==> src/rtl/arb_pkg.sv <==
// Shared types and helpers for the 8-way round-robin arbiter.
package arb_pkg;

  localparam int NREQ = 8;
  localparam int ID_W = 3;

  typedef enum logic {IDLE, GRANT} arb_state_t;

  function automatic logic [NREQ-1:0] onehot8(input logic [ID_W-1:0] id);
    return NREQ'(1) << id;
  endfunction

endpackage

==> src/rtl/rr_pick8.sv <==
// Combinational rotating-priority picker: first set req bit at or above ptr,
// wrapping from 7 to 0.
module rr_pick8
  import arb_pkg::*;
(
  input  logic [NREQ-1:0] req,
  input  logic [ID_W-1:0] ptr,
  output logic            found,
  output logic [ID_W-1:0] id
);

  logic [ID_W-1:0] idx;

  // NOTE: every variable written in always_comb gets a default first, or a latch is inferred.
  always_comb begin
    found = |req;
    id    = ptr;
    idx   = ptr;
    // Walk from the farthest offset down so the nearest requester wins last.
    for (int i = NREQ - 1; i >= 0; i--) begin
      idx = ptr + ID_W'(i);
      if (req[idx]) id = idx;
    end
  end

endmodule

==> src/rtl/rr_arbiter8.sv <==
// 8-requester round-robin arbiter with grant locking, one-cycle bus turnaround
// between owners, and optional hold-limit pre-emption.
module rr_arbiter8
  import arb_pkg::*;
#(
  parameter int MAX_HOLD = 16,
  parameter int CNT_W    = 5
) (
  input  logic            clk,
  input  logic            rst_n,
  input  logic            en,
  input  logic [NREQ-1:0] req,
  output logic [NREQ-1:0] grant,
  output logic            grant_valid,
  output logic [ID_W-1:0] grant_id,
  output logic            any_req,
  output logic            preempt
);

  localparam logic [CNT_W-1:0] HOLD_LAST =
    (MAX_HOLD == 0) ? CNT_W'(0) : CNT_W'(MAX_HOLD - 1);

  arb_state_t      state_q, state_d;
  logic [ID_W-1:0] ptr_q, ptr_d;
  logic [CNT_W-1:0] hold_cnt_q, hold_cnt_d;
  logic [NREQ-1:0] grant_q, grant_d;
  logic [ID_W-1:0] grant_id_q, grant_id_d;
  logic            preempt_q, preempt_d;

  logic            pick_found;
  logic [ID_W-1:0] pick_id;
  logic            others_waiting;

  rr_pick8 u_pick (
    .req   (req),
    .ptr   (ptr_q),
    .found (pick_found),
    .id    (pick_id)
  );

  // NOTE: sequential state uses non-blocking assignments so every flop samples pre-edge values.
  always_ff @(posedge clk or negedge rst_n) begin
    if (!rst_n) begin
      state_q    <= IDLE;
      ptr_q      <= '0;
      hold_cnt_q <= '0;
      grant_q    <= '0;
      grant_id_q <= '0;
      preempt_q  <= 1'b0;
    end else begin
      state_q    <= state_d;
      ptr_q      <= ptr_d;
      hold_cnt_q <= hold_cnt_d;
      grant_q    <= grant_d;
      grant_id_q <= grant_id_d;
      preempt_q  <= preempt_d;
    end
  end

  assign others_waiting = |(req & ~onehot8(grant_id_q));

  always_comb begin
    state_d    = state_q;
    ptr_d      = ptr_q;
    hold_cnt_d = hold_cnt_q;
    grant_d    = grant_q;
    grant_id_d = grant_id_q;
    preempt_d  = 1'b0;
    unique case (state_q)
      IDLE: begin
        if (en && pick_found) begin
          state_d    = GRANT;
          grant_d    = onehot8(pick_id);
          grant_id_d = pick_id;
          hold_cnt_d = '0;
        end
      end
      GRANT: begin
        if (!req[grant_id_q]) begin
          state_d = IDLE;
          grant_d = '0;
          ptr_d   = grant_id_q + ID_W'(1);
        end else if (MAX_HOLD != 0 && hold_cnt_q == HOLD_LAST && others_waiting) begin
          state_d   = IDLE;
          grant_d   = '0;
          preempt_d = 1'b1;
          ptr_d     = grant_id_q + ID_W'(1);
        end else if (hold_cnt_q != HOLD_LAST) begin
          hold_cnt_d = hold_cnt_q + CNT_W'(1);
        end
      end
      default: state_d = IDLE;
    endcase
  end

  always_comb begin
    grant       = grant_q;
    grant_valid = |grant_q;
    grant_id    = grant_id_q;
    preempt     = preempt_q;
    any_req     = |req;
  end

endmodule
==> config.mk <==
export PLATFORM = sky130hd
export DESIGN_NAME = rr_arbiter8
export DESIGN_NICKNAME = d
export VERILOG_FILES = /design/src/rtl/arb_pkg.sv /design/src/rtl/rr_pick8.sv /design/src/rtl/rr_arbiter8.sv
export SDC_FILE = /design/constraint.sdc
export NUM_CORES = 1
export LEC_CHECK = 0
export ABC_AREA = 1
export CORE_UTILIZATION = 60
export CTS_CLUSTER_SIZE = 20
export DETAILED_ROUTE_END_ITERATION = 8
export PLACE_DENSITY = 0.95
export SLEW_MARGIN = 25
export SYNTH_ARGS = -nofsm -noshare
export SYNTH_HDL_FRONTEND = slang
export SYNTH_SLANG_ARGS = --single-unit
==> constraint.sdc <==
create_clock -name clk -period 4.8 [get_ports clk]
set_input_delay 1.44 -clock clk [delete_from_list [all_inputs] [get_ports clk]]
set_output_delay 1.44 -clock clk [all_outputs]
set_load 0.02 [all_outputs]
* Word level (Yosys, flattened, before mapping)
Cells that the tools add are included.
Storage, ports and cells: flip-flop bits (word level) 21, input bits 11
Cells by class: $lt $le $gt $ge 9, bitwise operators 3, eq/ne operators 8, add/subtract/negate cells 9, reduce and logical (&&, ||, !) cells 9, shifts and indexed selects 2, multiplexer cells 44
Operators by type and width (number):
- less-than comparator 3 x 4 -> 1 bit (second input constant) | 9
- 2-to-1 mux 3 bit | 10
- binary-select mux 1 bit (select 3 bit) | 9
- 2-to-1 mux 8 bit | 3
- OR reduction 8 bit | 3
- 2-to-1 mux 5 bit | 4
- case mux 8 bit (2 select lines) | 1
- left shift 1 x 3 -> 8 bit (first input constant) | 2
- 2-to-1 mux 1 bit | 15
- adder 3 bit (second input constant) | 4
- case mux 5 bit (2 select lines) | 1
- bitwise AND 8 bit | 1
- NOT 8 bit | 1
- adder 3 x 1 -> 3 bit (second input constant) | 2
- adder 3 x 2 -> 3 bit (second input constant) | 2
- != test 2 x 1 -> 1 bit (second input constant) | 3
- AND reduction 2 bit | 3
- adder 5 x 1 -> 5 bit (second input constant) | 1
- equality test 5 x 4 -> 1 bit (second input constant) | 1
- != test 5 x 4 -> 1 bit (second input constant) | 1
- != test 2 bit (second input constant) | 2
- AND reduction 4 bit | 1
- != test 3 x 2 -> 1 bit (second input constant) | 1
- logical AND 1 bit | 2
- 2 further kinds | 2

* Longest topological paths before layout
depth after elaboration 14, depth in mapped cells 21, depth with buffers taken out 20

* By module
Synthesis repeated with hierarchy kept, for this count alone.
Unflattened totals: cell total of the unflattened synthesis 318, area, all modules 2130.8 µm²
By module, submodules not included:
- rr_arbiter8 | sequential area each 525.5 µm², cells an instance 192, area each 1385.1 µm², instances 1
- rr_pick8 | sequential area each 0.0 µm², cells an instance 126, area each 745.7 µm², instances 1

* Worst setup path before layout
OpenSTA, ideal clock, no wires.
path type in2out, start in req[1], end out any_req, stages on the path 4, setup slack 1.416 ns, arrival 1.944 ns, path buffers 0, data required time 3.360 ns, path through inv_1 > nand4_1 > nor3_1 > nand3_1
On the way: longest elaborated chain between the ends 1
RTL lines:
- start, declared | line rr_arbiter8.sv:12 | input logic [NREQ-1:0] req,
- OR reduction 8 bit | line rr_arbiter8.sv:101 | any_req = |req;
- end, declared | line rr_arbiter8.sv:16 | output logic any_req,
No other way between the ends.

* Worst setup path after layout
start in req[0], end out any_req
The elaborated chain is that of the path after synthesis.

==> results.cfg <==
[min_path]
hp-class = flop to flop
hold-path-cell-count = 1
hold_end = hold_cnt_q[3]
hp-start = hold_cnt_q[3]

[setup_path]
worstPathArrival_ps = 3000
setup.worst_path.end_class = output port
reg2reg_depth = 18
reg2reg_slack_ps = 2120
r2r_start = ptr_q[0]
r2r_end = grant[0]
crit_type = input port to output port
cp_max_fo = 5
critPathRequiredTime_ps = 3360
startpoint_type = input port

[route]
drt_wl_total_um = 4300
dr_total_vias = 1841
drt-initial-drc-count = 81
route.detailed.drc = 0
wire_per_inst_um = 12.6
ant_nets = 0
viasPerCell = 5.41
dr.pass1.iters = 5

[clock_tree]
cts_resized = 0
insertion_delay_ps = 290
cts_buffers = 3
cts_sinks = 21
cts_tree = done
cts_buffer_depth = 2
clk_pin_slew_ps = 110
htree_levels = 1
cts.hold.buffers_added = 0
cts_root_buffer = clkbuf_4
post_cts_buffers = 0

[yosys]
yosysSeqAreaShare_pct = 27.2
syn_inst = 272
mappedNetlistArea_mm2 = 0.00193
ys_ff_latch = 21
synth_top_family_by_area = simple AND/OR/NAND/NOR gates
avgSynthCellArea_um2 = 7.10
async_flop_share_pct = 100
synth_xor_area_share_pct = 0.843
syn_nets = 293
synth_compound_area_share_pct = 12.6
synthMuxAreaShare_pct = 0
synth_simple_gate_area_share_pct = 42.1
synth_edf_count = 0
synth-adder-area-share_pct = 6.48
synth_cell_types = 35
ys.flop_type = dfrtp_1
yosysWarningCount = 0

[global_routing]
grt_pass1_wl_um = 7250
grt_max_degree = 22
antenna_found_initial = 0
grt_use_total_pct = 26.8
grt_overflow_total = 0
grt_pass1_vias = 1735

[timing]
rsz0062_at_grt = false
whs_ps = 491
tns_ps = 0
slew_viol_final = 0
maxSlewHeadroom_pct = 41.3
fin_crit_ps = 4440
finalCritPeriodShare_pct = 92.4
max_freq_mhz = 225
setup_viol = 0
finalClockSkew_ps = 2.63
tightest_slew_ps = 878
hold_viol = 0

[die]
coreArea_mm2 = 0.00305
start_util_pct = 63.2
dieArea_mm2 = 0.00345
die_x_um = 58.7
die-height_um = 58.7
std_cell_rows = 20
pin_count = 25

[finish]
drive_gt1_share_pct = 18.2
area_growth_pct = 14.6
num-fill-cells = 254
stdcell_area_mm2 = 0.00221
antenna_cells = 0
nNetsFinal = 318

[run_status]
status = completed

[place]
place.gp.congestion = 0.979
io_buffers = 24
hpwl_um = 3410
post_dp_cell_area_mm2 = 0.00218

[run]
maxCapViolCount = 0
## registers in the layout (all words and copies together) (netlist names)
| name | count |
|---|---|
| preempt | 1 |
| grant | 8 |
| grant_id | 3 |
| state_q | 1 |
| hold_cnt_q | 5 |
| ptr_q | 3 |
## layout by cell type, fill, tap and decap left out, types with 2 or more instances in the layout
| cell | instances |
|---|---|
| nor2_1 | 7 |
| inv_1 | 28 |
| nor2_4 | 2 |
| nor2_2 | 2 |
| o21bai_1 | 2 |
| o21ai_0 | 11 |
| nor4_1 | 3 |
| nor3_1 | 2 |
| clkdlybuf4s50_1 | 24 |
| clkbuf_4 | 3 |
| inv_2 | 7 |
| nand3_1 | 33 |
| nand2_1 | 74 |
| dfrtp_1 | 21 |
| o21ai_1 | 3 |
| nand3_2 | 12 |
| ha_1 | 10 |
| nand2_2 | 18 |
| a21oi_1 | 17 |
## cells in the mapped netlist, types with 2 or more instances
library cell  instances  share of area, %
nand2_1              74                14
nand3_1              33               8.6
inv_1                28               5.4
dfrtp_1              21                27
nand2_2              18               5.8
a21oi_1              17               4.4
nand3_2              12               6.2
o21ai_0              11               2.9
ha_1                 10               6.5
inv_2                 7               1.4
nor2_1                7               1.4
buf_6                 3               1.7
nor4_1                3              0.97
o21ai_1               3              0.78
nor2_2                2              0.65
nor2_4                2               1.2
nor3_1                2              0.52
o21bai_1              2              0.78
## worst max-delay path, cell delays in order
cell	delay [ps]
clkdlybuf4s50_1	500
inv_1	90
nand4_1	90
nor3_1	140
nand3_1	160
clkdlybuf4s50_1	570
## final cells by class
class	count	area [µm²]	share of cell area [%]
timing repair buffer	24	240	10.9
clock buffer	3	22.5	1.02
inverter	38	166	7.52
clock inverter	1	5.00	0.226
sequential	21	526	23.8
multi-input combinational	209	1200	54.1
tap	44	55.1	2.49
## layer usage
metal	vias up	track usage, %	routed length (µm)
met5	-	0	0
met4	0	6.80	36
met3	6	3.74	210
met2	63	45.1	2100
met1	835	36.3	1960
li1	937	-	-
## worst max path at each step
stage | from | endpoint | slack [ps] | depth (start not counted)
after floorplan | req[1] | any_req | 1420 | 4
after global placement | req[1] | any_req | 410 | 6
after detailed placement | req[0] | any_req | 360 | 6
after CTS | req[0] | any_req | 350 | 6
after global routing | req[1] | any_req | 300 | 6
final | req[0] | any_req | 360 | 6
## kinds of logic (layout without fill, tap and decap cells)
kind of cell,after synthesis,count (layout)
simple gates,157,157
buf+inv,42,66
compound gates,41,41
flops,21,21
fa+ha+maj,10,10
xor+xnor,1,1
## metrics by stage
step                      util [%]  std cells  worst slack [ps]
after floorplan                  -        272              1420
after global placement        71.6        336               412
after detailed placement      71.6        336               362
after CTS                     72.5        340               353
after global routing          72.5        340               297
final                         72.5        340               364
Power is not shown: default switching activity piles up to over one toggle a cycle in this logic, so the estimate is an artifact.
